[config.mk]
export PLATFORM = sky130hd
export DESIGN_NAME = fetch_decode_stage
export DESIGN_NICKNAME = d
export VERILOG_FILES = /design/src/rtl/fetch_pkg.sv /design/src/rtl/instr_field_decode.sv /design/src/rtl/fetch_decode_stage.sv
export SDC_FILE = /design/constraint.sdc
export NUM_CORES = 1
export LEC_CHECK = 0
export BUFFER_PORTS_ARGS = -buffer_cell sky130_fd_sc_hd__clkbuf_2
export CORE_AREA = 2 2 133 135
export DETAILED_ROUTE_END_ITERATION = 8
export DIE_AREA = 0 0 135 137
export PLACE_DENSITY = 0.79
export SLEW_MARGIN = 20
export SYNTH_ARGS = -nofsm -noshare
export SYNTH_HDL_FRONTEND = slang
export SYNTH_SLANG_ARGS = --single-unit
[constraint.sdc]
create_clock -name clk -period 2.1 [get_ports clk]
set_input_delay 0.21 -clock clk [delete_from_list [all_inputs] [get_ports clk]]
set_output_delay 0.21 -clock clk [all_outputs]
set_load 0.01 [all_outputs]
[src/rtl/fetch_pkg.sv]
// rtl/fetch_pkg.sv - shared constants, field positions and FSM state type for the fetch/IF-ID stage
package fetch_pkg;

    localparam int INSTR_W = 32;
    localparam int PC_INC  = 4;

    localparam int OPC_HI = 31;
    localparam int OPC_LO = 26;
    localparam int RS_HI  = 25;
    localparam int RS_LO  = 21;
    localparam int RT_HI  = 20;
    localparam int RT_LO  = 16;
    localparam int RD_HI  = 15;
    localparam int RD_LO  = 11;

    localparam logic [OPC_HI-OPC_LO:0] OPC_BEQ = 6'b000100;
    localparam logic [OPC_HI-OPC_LO:0] OPC_BNE = 6'b000101;

    typedef enum logic [1:0] {
        ST_IDLE,
        ST_REQ,
        ST_FULL
    } fetch_state_t;

    function automatic logic is_branch_opc(input logic [OPC_HI-OPC_LO:0] opc);
        return (opc == OPC_BEQ) || (opc == OPC_BNE);
    endfunction

endpackage

[src/rtl/instr_field_decode.sv]
// rtl/instr_field_decode.sv - combinational extraction of register fields and branch flag from an instruction
module instr_field_decode
    import fetch_pkg::*;
#(
    parameter int W = 5
) (
    input  logic [INSTR_W-1:0] instr,
    output logic [W-1:0]       rs,
    output logic [W-1:0]       rt,
    output logic [W-1:0]       rd,
    output logic               is_branch
);

    always_comb begin
        rs        = W'(instr[RS_HI:RS_LO]);
        rt        = W'(instr[RT_HI:RT_LO]);
        rd        = W'(instr[RD_HI:RD_LO]);
        is_branch = is_branch_opc(instr[OPC_HI:OPC_LO]);
    end

endmodule

[src/rtl/fetch_decode_stage.sv]
// rtl/fetch_decode_stage.sv - PC owner, req/ack instruction fetch, one-entry skid and registered IF/ID outputs
module fetch_decode_stage
    import fetch_pkg::*;
#(
    parameter int              W        = 5,
    parameter int              PC_W     = 32,
    parameter logic [PC_W-1:0] RESET_PC = '0
) (
    input  logic               clk,
    input  logic               rst_n,
    output logic               imem_req,
    output logic [PC_W-1:0]    imem_addr,
    input  logic               imem_ack,
    input  logic [INSTR_W-1:0] imem_rdata,
    input  logic               redirect_valid,
    input  logic [PC_W-1:0]    redirect_pc,
    output logic               id_valid,
    input  logic               id_ready,
    output logic [PC_W-1:0]    id_pc,
    output logic [INSTR_W-1:0] id_instr,
    output logic [W-1:0]       id_rs,
    output logic [W-1:0]       id_rt,
    output logic [W-1:0]       id_rd,
    output logic               id_is_branch
);

    fetch_state_t state, state_nxt;

    logic [PC_W-1:0]    pc;
    logic [PC_W-1:0]    hold_addr;
    logic               discard, discard_nxt;
    logic [PC_W-1:0]    skid_pc;
    logic [INSTR_W-1:0] skid_instr;

    logic               load_mem, load_skid, load_from_skid, pc_inc;
    logic               slot_free;

    logic [W-1:0]       mem_rs, mem_rt, mem_rd;
    logic               mem_is_branch;
    logic [W-1:0]       skid_rs, skid_rt, skid_rd;
    logic               skid_is_branch;

    instr_field_decode #(.W(W)) u_dec_mem (
        .instr     (imem_rdata),
        .rs        (mem_rs),
        .rt        (mem_rt),
        .rd        (mem_rd),
        .is_branch (mem_is_branch)
    );

    instr_field_decode #(.W(W)) u_dec_skid (
        .instr     (skid_instr),
        .rs        (skid_rs),
        .rt        (skid_rt),
        .rd        (skid_rd),
        .is_branch (skid_is_branch)
    );

    // After a redirect the old request is still in flight; keep its address on the bus until it acks.
    assign imem_addr = discard ? hold_addr : pc;
    assign slot_free = !id_valid || id_ready;

    always_ff @(posedge clk or negedge rst_n) begin
        if (!rst_n) begin
            state <= ST_IDLE;
        end else begin
            state <= state_nxt;
        end
    end

    always_comb begin
        state_nxt      = state;
        discard_nxt    = discard;
        imem_req       = 1'b0;
        load_mem       = 1'b0;
        load_skid      = 1'b0;
        load_from_skid = 1'b0;
        pc_inc         = 1'b0;

        case (state)
            ST_IDLE: begin
                state_nxt = ST_REQ;
            end
            ST_REQ: begin
                imem_req = 1'b1;
                if (imem_ack && !redirect_valid) begin
                    if (discard) begin
                        discard_nxt = 1'b0;
                    end else if (slot_free) begin
                        load_mem = 1'b1;
                        pc_inc   = 1'b1;
                    end else begin
                        load_skid = 1'b1;
                        pc_inc    = 1'b1;
                        state_nxt = ST_FULL;
                    end
                end
            end
            ST_FULL: begin
                if (id_ready && !redirect_valid) begin
                    load_from_skid = 1'b1;
                    state_nxt      = ST_REQ;
                end
            end
            default: state_nxt = ST_IDLE;
        endcase

        // Redirect overrides everything; only an unanswered request leaves an ack to be swallowed.
        if (redirect_valid) begin
            discard_nxt = (state == ST_REQ) && !imem_ack;
            if (state != ST_IDLE) begin
                state_nxt = ST_REQ;
            end
        end
    end

    always_ff @(posedge clk or negedge rst_n) begin
        if (!rst_n) begin
            pc           <= RESET_PC;
            hold_addr    <= '0;
            discard      <= 1'b0;
            skid_pc      <= '0;
            skid_instr   <= '0;
            id_valid     <= 1'b0;
            id_pc        <= '0;
            id_instr     <= '0;
            id_rs        <= '0;
            id_rt        <= '0;
            id_rd        <= '0;
            id_is_branch <= 1'b0;
        end else begin
            discard <= discard_nxt;
            if (redirect_valid) begin
                pc         <= redirect_pc & ~PC_W'(3);
                id_valid   <= 1'b0;
                skid_pc    <= '0;
                skid_instr <= '0;
                if (!discard) begin
                    hold_addr <= pc;
                end
            end else begin
                if (pc_inc) begin
                    pc <= pc + PC_W'(PC_INC);
                end
                if (load_skid) begin
                    skid_pc    <= pc;
                    skid_instr <= imem_rdata;
                end
                if (load_mem) begin
                    id_valid     <= 1'b1;
                    id_pc        <= pc;
                    id_instr     <= imem_rdata;
                    id_rs        <= mem_rs;
                    id_rt        <= mem_rt;
                    id_rd        <= mem_rd;
                    id_is_branch <= mem_is_branch;
                end else if (load_from_skid) begin
                    id_valid     <= 1'b1;
                    id_pc        <= skid_pc;
                    id_instr     <= skid_instr;
                    id_rs        <= skid_rs;
                    id_rt        <= skid_rt;
                    id_rd        <= skid_rd;
                    id_is_branch <= skid_is_branch;
                end else if (id_valid && id_ready) begin
                    id_valid <= 1'b0;
                end
            end
        end
    end

endmodule

# Word-level counts from Yosys, hierarchy flattened
# Cells that the tools add are included.
# word_totals
ff_bits	212
input_bits	69
out_inout_bits	114
word_cells	88
# op_classes
n_addsub	1
n_eq_ne	6
muxes	47
bitwise	1
reduce_logical	20
# op_table
op	n
$mux W32	11
$add A32 B3 Y32 const B	1
$mux W5	6
$eq A6 B3 Y1 const B	4
$mux W1	23
$mux W2	6
$reduce_bool A2 Y1	6
$pmux W2 S3	1
$logic_and A1 B1 Y1	4
$reduce_and A2 Y1	2
$reduce_bool A4 Y1	1
$logic_not A1 Y1	3
$logic_or A1 B1 Y1	3
$eq A2 B1 Y1 const B	1
$eq A2 B2 Y1 const B	1
$logic_not A2 Y1	1
$not A1 Y1	1

# Depth between registers and ports, before layout
# Gate-level depths: netlist of run 1.
# logic_depth
ltp_word	8
mapped_depth	10
depth_no_buf	7

# Modules after synthesis
# A second synthesis of run 1 with hierarchy kept.
# hier_totals
hier_cells	915
area_unflattened_um2	10099.7
# modules_own_cells
mod	instances	cells_each	area_each_um2	seq_area_each_um2
fetch_decode_stage	1	881	9849.4	5205.0
instr_field_decode	2	17	125.1	0.0

# Worst setup path before layout of run 1
# No wires, ideal clock.
# synth_path
path_kind	register -> register
startpoint	register pc[2]
endpoint	register pc[20]
setup_time_ns	0.125
t_arrival_ns	1.636
t_required_ns	1.975
path_slack_ns	0.339
stages_incl_launch_ff	7
path_buffers	0
synth_period_minus_slack_ns	1.761
path_cell_list	dfrtp_1 ha_1 nand2_1 or4_1 nor3_1 xor2_1 mux2_2
# synth_via
elab_chain_len	3
# synth_rtl
element	line_no	text
start, declared	fetch_decode_stage.sv:29	logic [PC_W-1:0] pc;
start signal, assigned	fetch_decode_stage.sv:134	pc <= redirect_pc & ~PC_W'(3);
start signal, assigned	fetch_decode_stage.sv:143	pc <= pc + PC_W'(PC_INC);
$add A32 B3 Y32	fetch_decode_stage.sv:143	
$mux W32	fetch_decode_stage.sv:142	if (pc_inc) begin
$mux W32	fetch_decode_stage.sv:133	if (redirect_valid) begin
# Every way passes these cells. The select of a mux whose other input is x is not followed.
# A chain may end at the register's enable or synchronous reset.

# Worst setup path after layout of run 1
# layout_path
startpoint	register discard
endpoint	register pc[16]
# layout_via
elab_chain_len	4
# layout_rtl
element	line_no	text
start, declared	fetch_decode_stage.sv:31	logic discard, discard_nxt;
start signal, assigned	fetch_decode_stage.sv:132	discard <= discard_nxt;
$mux W1	fetch_decode_stage.sv:87	if (discard) begin
$mux W1	fetch_decode_stage.sv:86	if (imem_ack && !redirect_valid) begin
$mux W1	fetch_decode_stage.sv:80	case (state)
$reduce_bool A2 Y1 (no source line)	--	
# Every way passes these cells.

==> flow_summary.toml, run 1 <==
[power]
p_comb_share_pct = 19.8
p_seq_share_pct = 46.2
switching_power_mw = 2.84
power_density_nw_per_um2 = 861
ir_worst_vdd_mv = 0.629
switching_share_pct = 29.1
total_leakage_power_nw = 5.65
p_clk_share_pct = 34.1
power.internal_mw = 6.94

[critical_path]
start_kind = "flop"
crit_fanout = 7
r2r-end = "pc[16]"
reg2reg_depth = 5
cp.required_ns = 2.42
path_class = "flop to flop"
endpoint_kind = "flop"
r2r_setup_slack_ns = 0.11
timing.rr.start = "discard"
crit_arrival_ns = 2.31

[drt]
routed-via-count = 7276
drt_first_pass_iters = 5
route.detailed.drc = 0
via_per_inst = 5.47
detail-route-antenna-nets = 0
drt-initial-drc-count = 373
wl_per_cell_um = 16.9
totalWireLength_um = 22500

[final_layout]
fin_area_sq_um = 11400
layout-drive-gt1-share_pct = 29.1
utilization_pct = 66.6
nNetsFinal = 1160
multiInputGateArea_sq_um = 3950
syn2layout_area_growth_pct = 23.0
seq_area_sq_um = 4830
n_fill_cell = 1297

[die]
die_h_um = 137
placementRows = 48
io_pins = 183
start_util_pct = 54.2
dieArea_sq_um = 18500
die_x_um = 135
core_sq_um = 17100

[timing]
timing.final.ws_setup_ns = 0.111
hold_violations = 0
fin_crit_sh_pct = 94.7
setup_viol = 0
period_needed_ns = 1.99
fin_tns_setup_ns = 0
slew_headroom_pct = 65.3
fin_skew_ns = 0.00901
max_slew.worst_pin.slew_ns = 0.521
max_freq_mhz = 503
finalMaxSlewViolations = 0
rsz0062_at_grt = "no"

[grt]
grt_max_degree = 127
grt_pass1_wl_um = 36300
grtUsageTotal_pct = 25.2
overflow = 0
first_global_vias = 7155
antenna_found_initial = 1

[synthesis]
ys_seq_elements = 193
syn_area_sq_um = 9240
yosysUniqueCellTypes = 44
syn_nets = 979
synth-seq-area-share_pct = 52.3
synthFlopType = "dfrtp_1"
synthCells = 909
syn_area_per_cell_sq_um = 10.2
synth_edf_count = 0
yosysWarnings = 0
synth-async-reset-ratio_pct = 100

[cts]
clk_path_buf_depth = 2
insertion_delay_ns = 0.44
cts_tree = "yes"
cts.sinks = 193
clkTransAtPathRegs_ns = 0.07
cts_buffers = 17
htreeDepth = 4
cts_root_buf = "clkbuf_16"

[place]
io_buffers = 180
post_dp_cell_area_sq_um = 10400
hpwlAfterDp_um = 14600
post-place-ws_ns = 0.183
gp_congestion = 0.796

[hold_path]
hold_class = "primary input to flop"
min_from = "imem_rdata[20]"
hold_end = "skid_instr[20]"
min_path_cells = 3

[outcome]
outcome = "completed"

[job]
cap_viol_max_count = 0
==> power groups by stage <==
stage	clock [mW]	combinational [mW]	sequential, mW
final	3.33	1.94	4.52
after CTS	3.38	1.96	4.51
after global routing	3.53	2.14	4.58
after global placement	0	1.86	4.56
after detailed placement	0	1.89	4.58
after floorplan	0	1.03	4.65
==> stage by stage <==
step	hold WS, ns	std cells	power, mW
after floorplan	-0.0856	909	5.68
after global placement	0.237	1259	6.42
after detailed placement	0.232	1259	6.48
after CTS	0.000349	1328	9.85
after global routing	0.00105	1329	10.2
final	0.00722	1329	9.78
==> logic make-up after synthesis <==
family,after synthesis,synth area share (%)
and+or+nand+nor,361,19.4
AOI/OAI and AO/OA,113,6.41
adders and majority gates,1,0.135
buffers and inverters,95,5.47
xor gates and xnor gates,26,2.46
DFF,193,52.3
muxes,120,13.8
==> cells in the final DEF, fill, tap and decap left out, drive strengths merged, types with 2 or more instances in the layout <==
cell type	count
a21oi	71
and2	6
and3	6
and4	3
buf	33
bufinv	2
clkbuf	198
clkinv	5
dfrtp	193
dlygate4sd3	37
inv	13
mux2	60
mux2i	60
nand2	164
nand2b	3
nand3	15
nand3b	59
nand4	3
nand4b	2
nor2	71
nor3	11
nor3b	3
nor4	9
o21ai	34
o311ai	2
or2	2
xnor2	17
xor2	9
==> worst max-delay path by stage <==
stage | from | to | slack [ns] | cells past startpoint
2_1_floorplan | pc[2] | pc[20] | 0.34 | 6
3_3_place_gp | discard | pc[24] | 0.23 | 6
5_1_grt | state[1] | id_instr[10] | 0.009 | 9
4_1_cts | discard | imem_addr[16] | 0.02 | 3
6_report | discard | pc[16] | 0.11 | 5
3_5_place_dp | discard | pc[31] | 0.18 | 5
==> worst max-delay path, stage by stage, from the launching register on <==
cell     delay, ns
dfrtp_1       0.42
nor3b_4       0.39
nand4_4       0.21
nor4_1        0.47
xor2_1        0.11
mux2_2        0.28
==> state kept, by name (all words and copies together) (netlist names) <==
name / count
discard: 1
hold_addr: 32
id_instr: 32
id_is_branch: 1
id_pc: 31
id_valid: 1
pc: 30
skid_instr: 32
skid_pc: 31
state: 2
==> routing by layer <==
metal  global-route usage, %  vias up  wire (um)
li1                        -     3448          -
met1                    34.1     3573      10100
met2                    41.6      228      10900
met3                    4.33       27       1060
met4                    8.10        0        417
met5                       0        -          0
==> synthesized netlist by cell type, types with 8 or more instances <==
master    count  share of area [%]
mux2_2       60                7.3
o21ai_0      21                1.1
nand3_1      15               0.81
mux2i_1      60                6.5
nor2_1       71                2.9
clkbuf_1     25                1.0
xor2_1        9               0.85
dfrtp_1     193                 52
buf_2        30                1.6
nor3_1       11               0.60
xnor2_1      17                1.6
nand3b_1     59                4.8
a21oi_1      71                3.8
nand2_1     164                6.7
inv_1         8               0.32
buf_4        25                2.0
o21ai_1      13               0.70
==> final cells by class <==
| cell class | instances | area share, % |
|---|---|---|
| diodes | 1 | 0.0220 |
| clock buffers | 19 | 3.98 |
| clock inverters | 13 | 1.30 |
| inverters | 8 | 0.264 |
| multi-input cells | 621 | 34.7 |
| flip-flops and latches | 193 | 42.5 |
| well taps | 225 | 2.48 |
| repair buffers | 249 | 14.7 |
==> what timing repair did <==
item                                    CTS  global route
setup buffers                             0             0
endpoints found under the setup margin    0            24
hold endpoints to repair                 91             0
resized for setup                         0             2
hold buffers                             37             0
No activity file was read; power rests on OpenSTA's default activity.
==> run 2, diff against run 1 <==
Settings changed: REMOVE_ABC_BUFFERS set to 1.
==> flow_summary.toml, run 2 (synthesized netlist as in run 1, its figures left out) <==
[power]
ir_worst_vdd_mv = 0.614
finalPower_mw = 9.79
total_leakage_power_nw = 5.63
power_density_nw_per_um2 = 865

[job]
cap_viol_max_count = 0

[timing]
fin_skew_ns = 0.00798
setup_viol = 0
max_slew.worst_pin.slew_ns = 0.508
slew_headroom_pct = 66.1
max_freq_mhz = 514
period_needed_ns = 1.95
finalMaxSlewViolations = 0
fin_tns_setup_ns = 0
timing.final.ws_setup_ns = 0.153
fin_crit_sh_pct = 92.7
hold_violations = 0
rsz0062_at_grt = "no"

[final_layout]
layout-drive-gt1-share_pct = 28.9
utilization_pct = 66.3
final_common_cell = "dfrtp_1"
syn2layout_area_growth_pct = 22.4
largestRegisters = "hold_addr: 32 flops, id_instr: 32 flops, skid_instr: 32 flops"
nNetsFinal = 1157
diodes = 0
final_cell_mix = "dfrtp_1, clkbuf_2, nand2_1"

[cts]
cts_root_buf = "clkbuf_16"
cts_buffers = 17
htreeDepth = 4
cts_tree = "yes"
insertion_delay_ns = 0.43
clk_path_buf_depth = 2
cts.sinks = 193
clkTransAtPathRegs_ns = 0.07

[die]
io_pins = 183
dieArea_sq_um = 18500
die_x_um = 135
placementRows = 48
die_h_um = 137
core_sq_um = 17100
start_util_pct = 54.2

[critical_path]
path_class = "flop to output pin"
start_kind = "flop"
endpoint_kind = "output pin"
crit_fanout = 37
cp.required_ns = 1.89
crit_arrival_ns = 1.74

[place]
post-place-ws_ns = 0.109
hpwlAfterDp_um = 13900
io_buffers = 180
gp_congestion = 0.788

[grt]
antenna_found_initial = 0
grt_max_degree = 73
first_global_vias = 7071
grt_pass1_wl_um = 35300
overflow = 0
grtUsageTotal_pct = 24.2

[drt]
drt_first_pass_iters = 4
via_per_inst = 5.35
wl_per_cell_um = 16.2
drt-initial-drc-count = 326
detail-route-antenna-nets = 0
route.detailed.drc = 0
totalWireLength_um = 21500
routed-via-count = 7084

[hold_path]
hold_class = "primary input to flop"

[outcome]
outcome = "completed"
## run 2: changes by cell type in the layout (fill, tap and decap cells not counted), moves of 2 or more
cell and delta:
buf_12 -4, buf_4 +2, clkbuf_1 +2, clkbuf_8 +2
inv_6 -5
## run 2: worst paths after layout
path	end	slack (ns)	cells after the start	startpoint
hold reg to reg	hold_addr[23]	0.48	2	hold_addr[23]
hold / removal	pc[5]	0.01	3	redirect_pc[5]
setup / recovery	imem_addr[18]	0.15	3	discard
setup reg to reg	pc[27]	0.17	6	discard
max in group asynchronous	discard	1.17	3	rst_n
min in group asynchronous	skid_instr[29]	0.24	2	rst_n
## run 2: power breakdown
group	internal [mW]	total, mW	switching, mW
clock	2.00	3.36	1.36
sequential	4.19	4.51	0.321
combinational	0.894	1.91	1.02
total	7.09	9.79	2.70
## run 2: stage by stage
| step | hold WS (ns) | instance area [sq um] | instances |
|---|---|---|---|
| after floorplan | -0.0856 | 8760 | 822 |
| after global placement | 0.129 | 10300 | 1257 |
| after detailed placement | 0.124 | 10300 | 1257 |
| after CTS | 0.000724 | 11300 | 1325 |
| after global routing | 0.0100 | 11300 | 1325 |
| final | 0.0129 | 11300 | 1325 |
## run 2: layout make-up
| type | count | area [sq um] |
|---|---|---|
| Fill cell | 1350 | 5750 |
| Sequential cell | 193 | 4830 |
| Multi-Input combinational cell | 621 | 3950 |
| Timing Repair Buffer | 246 | 1600 |
| Clock buffer | 23 | 488 |
| Tap cell | 225 | 282 |
| Clock inverter | 9 | 130 |
| Inverter | 8 | 30.0 |
## run 2: what timing repair did
action	4_1_cts	5_1_grt
hold endpoints to repair	65	0
setup buffers	0	0
gates resized for setup	0	2
hold buffers	36	0
endpoints found under the setup margin	0	12
## run 2: critical path: stages (launching register included)
cell      delay, ns
dfrtp_2        0.39
buf_6          0.34
mux2_2         0.42
clkbuf_2       0.14
## run 2: layer usage
layer  part of all wire (%)  wire [um]  global-route usage (%)  vias to the layer above
li1                       -          -                       -                     3425
met1                     44       9550                    31.9                     3444
met2                     49      10600                    40.9                      186
met3                    4.3        924                    3.81                       29
met4                    2.0        425                    8.28                        0
met5                      0          0                       0                        -
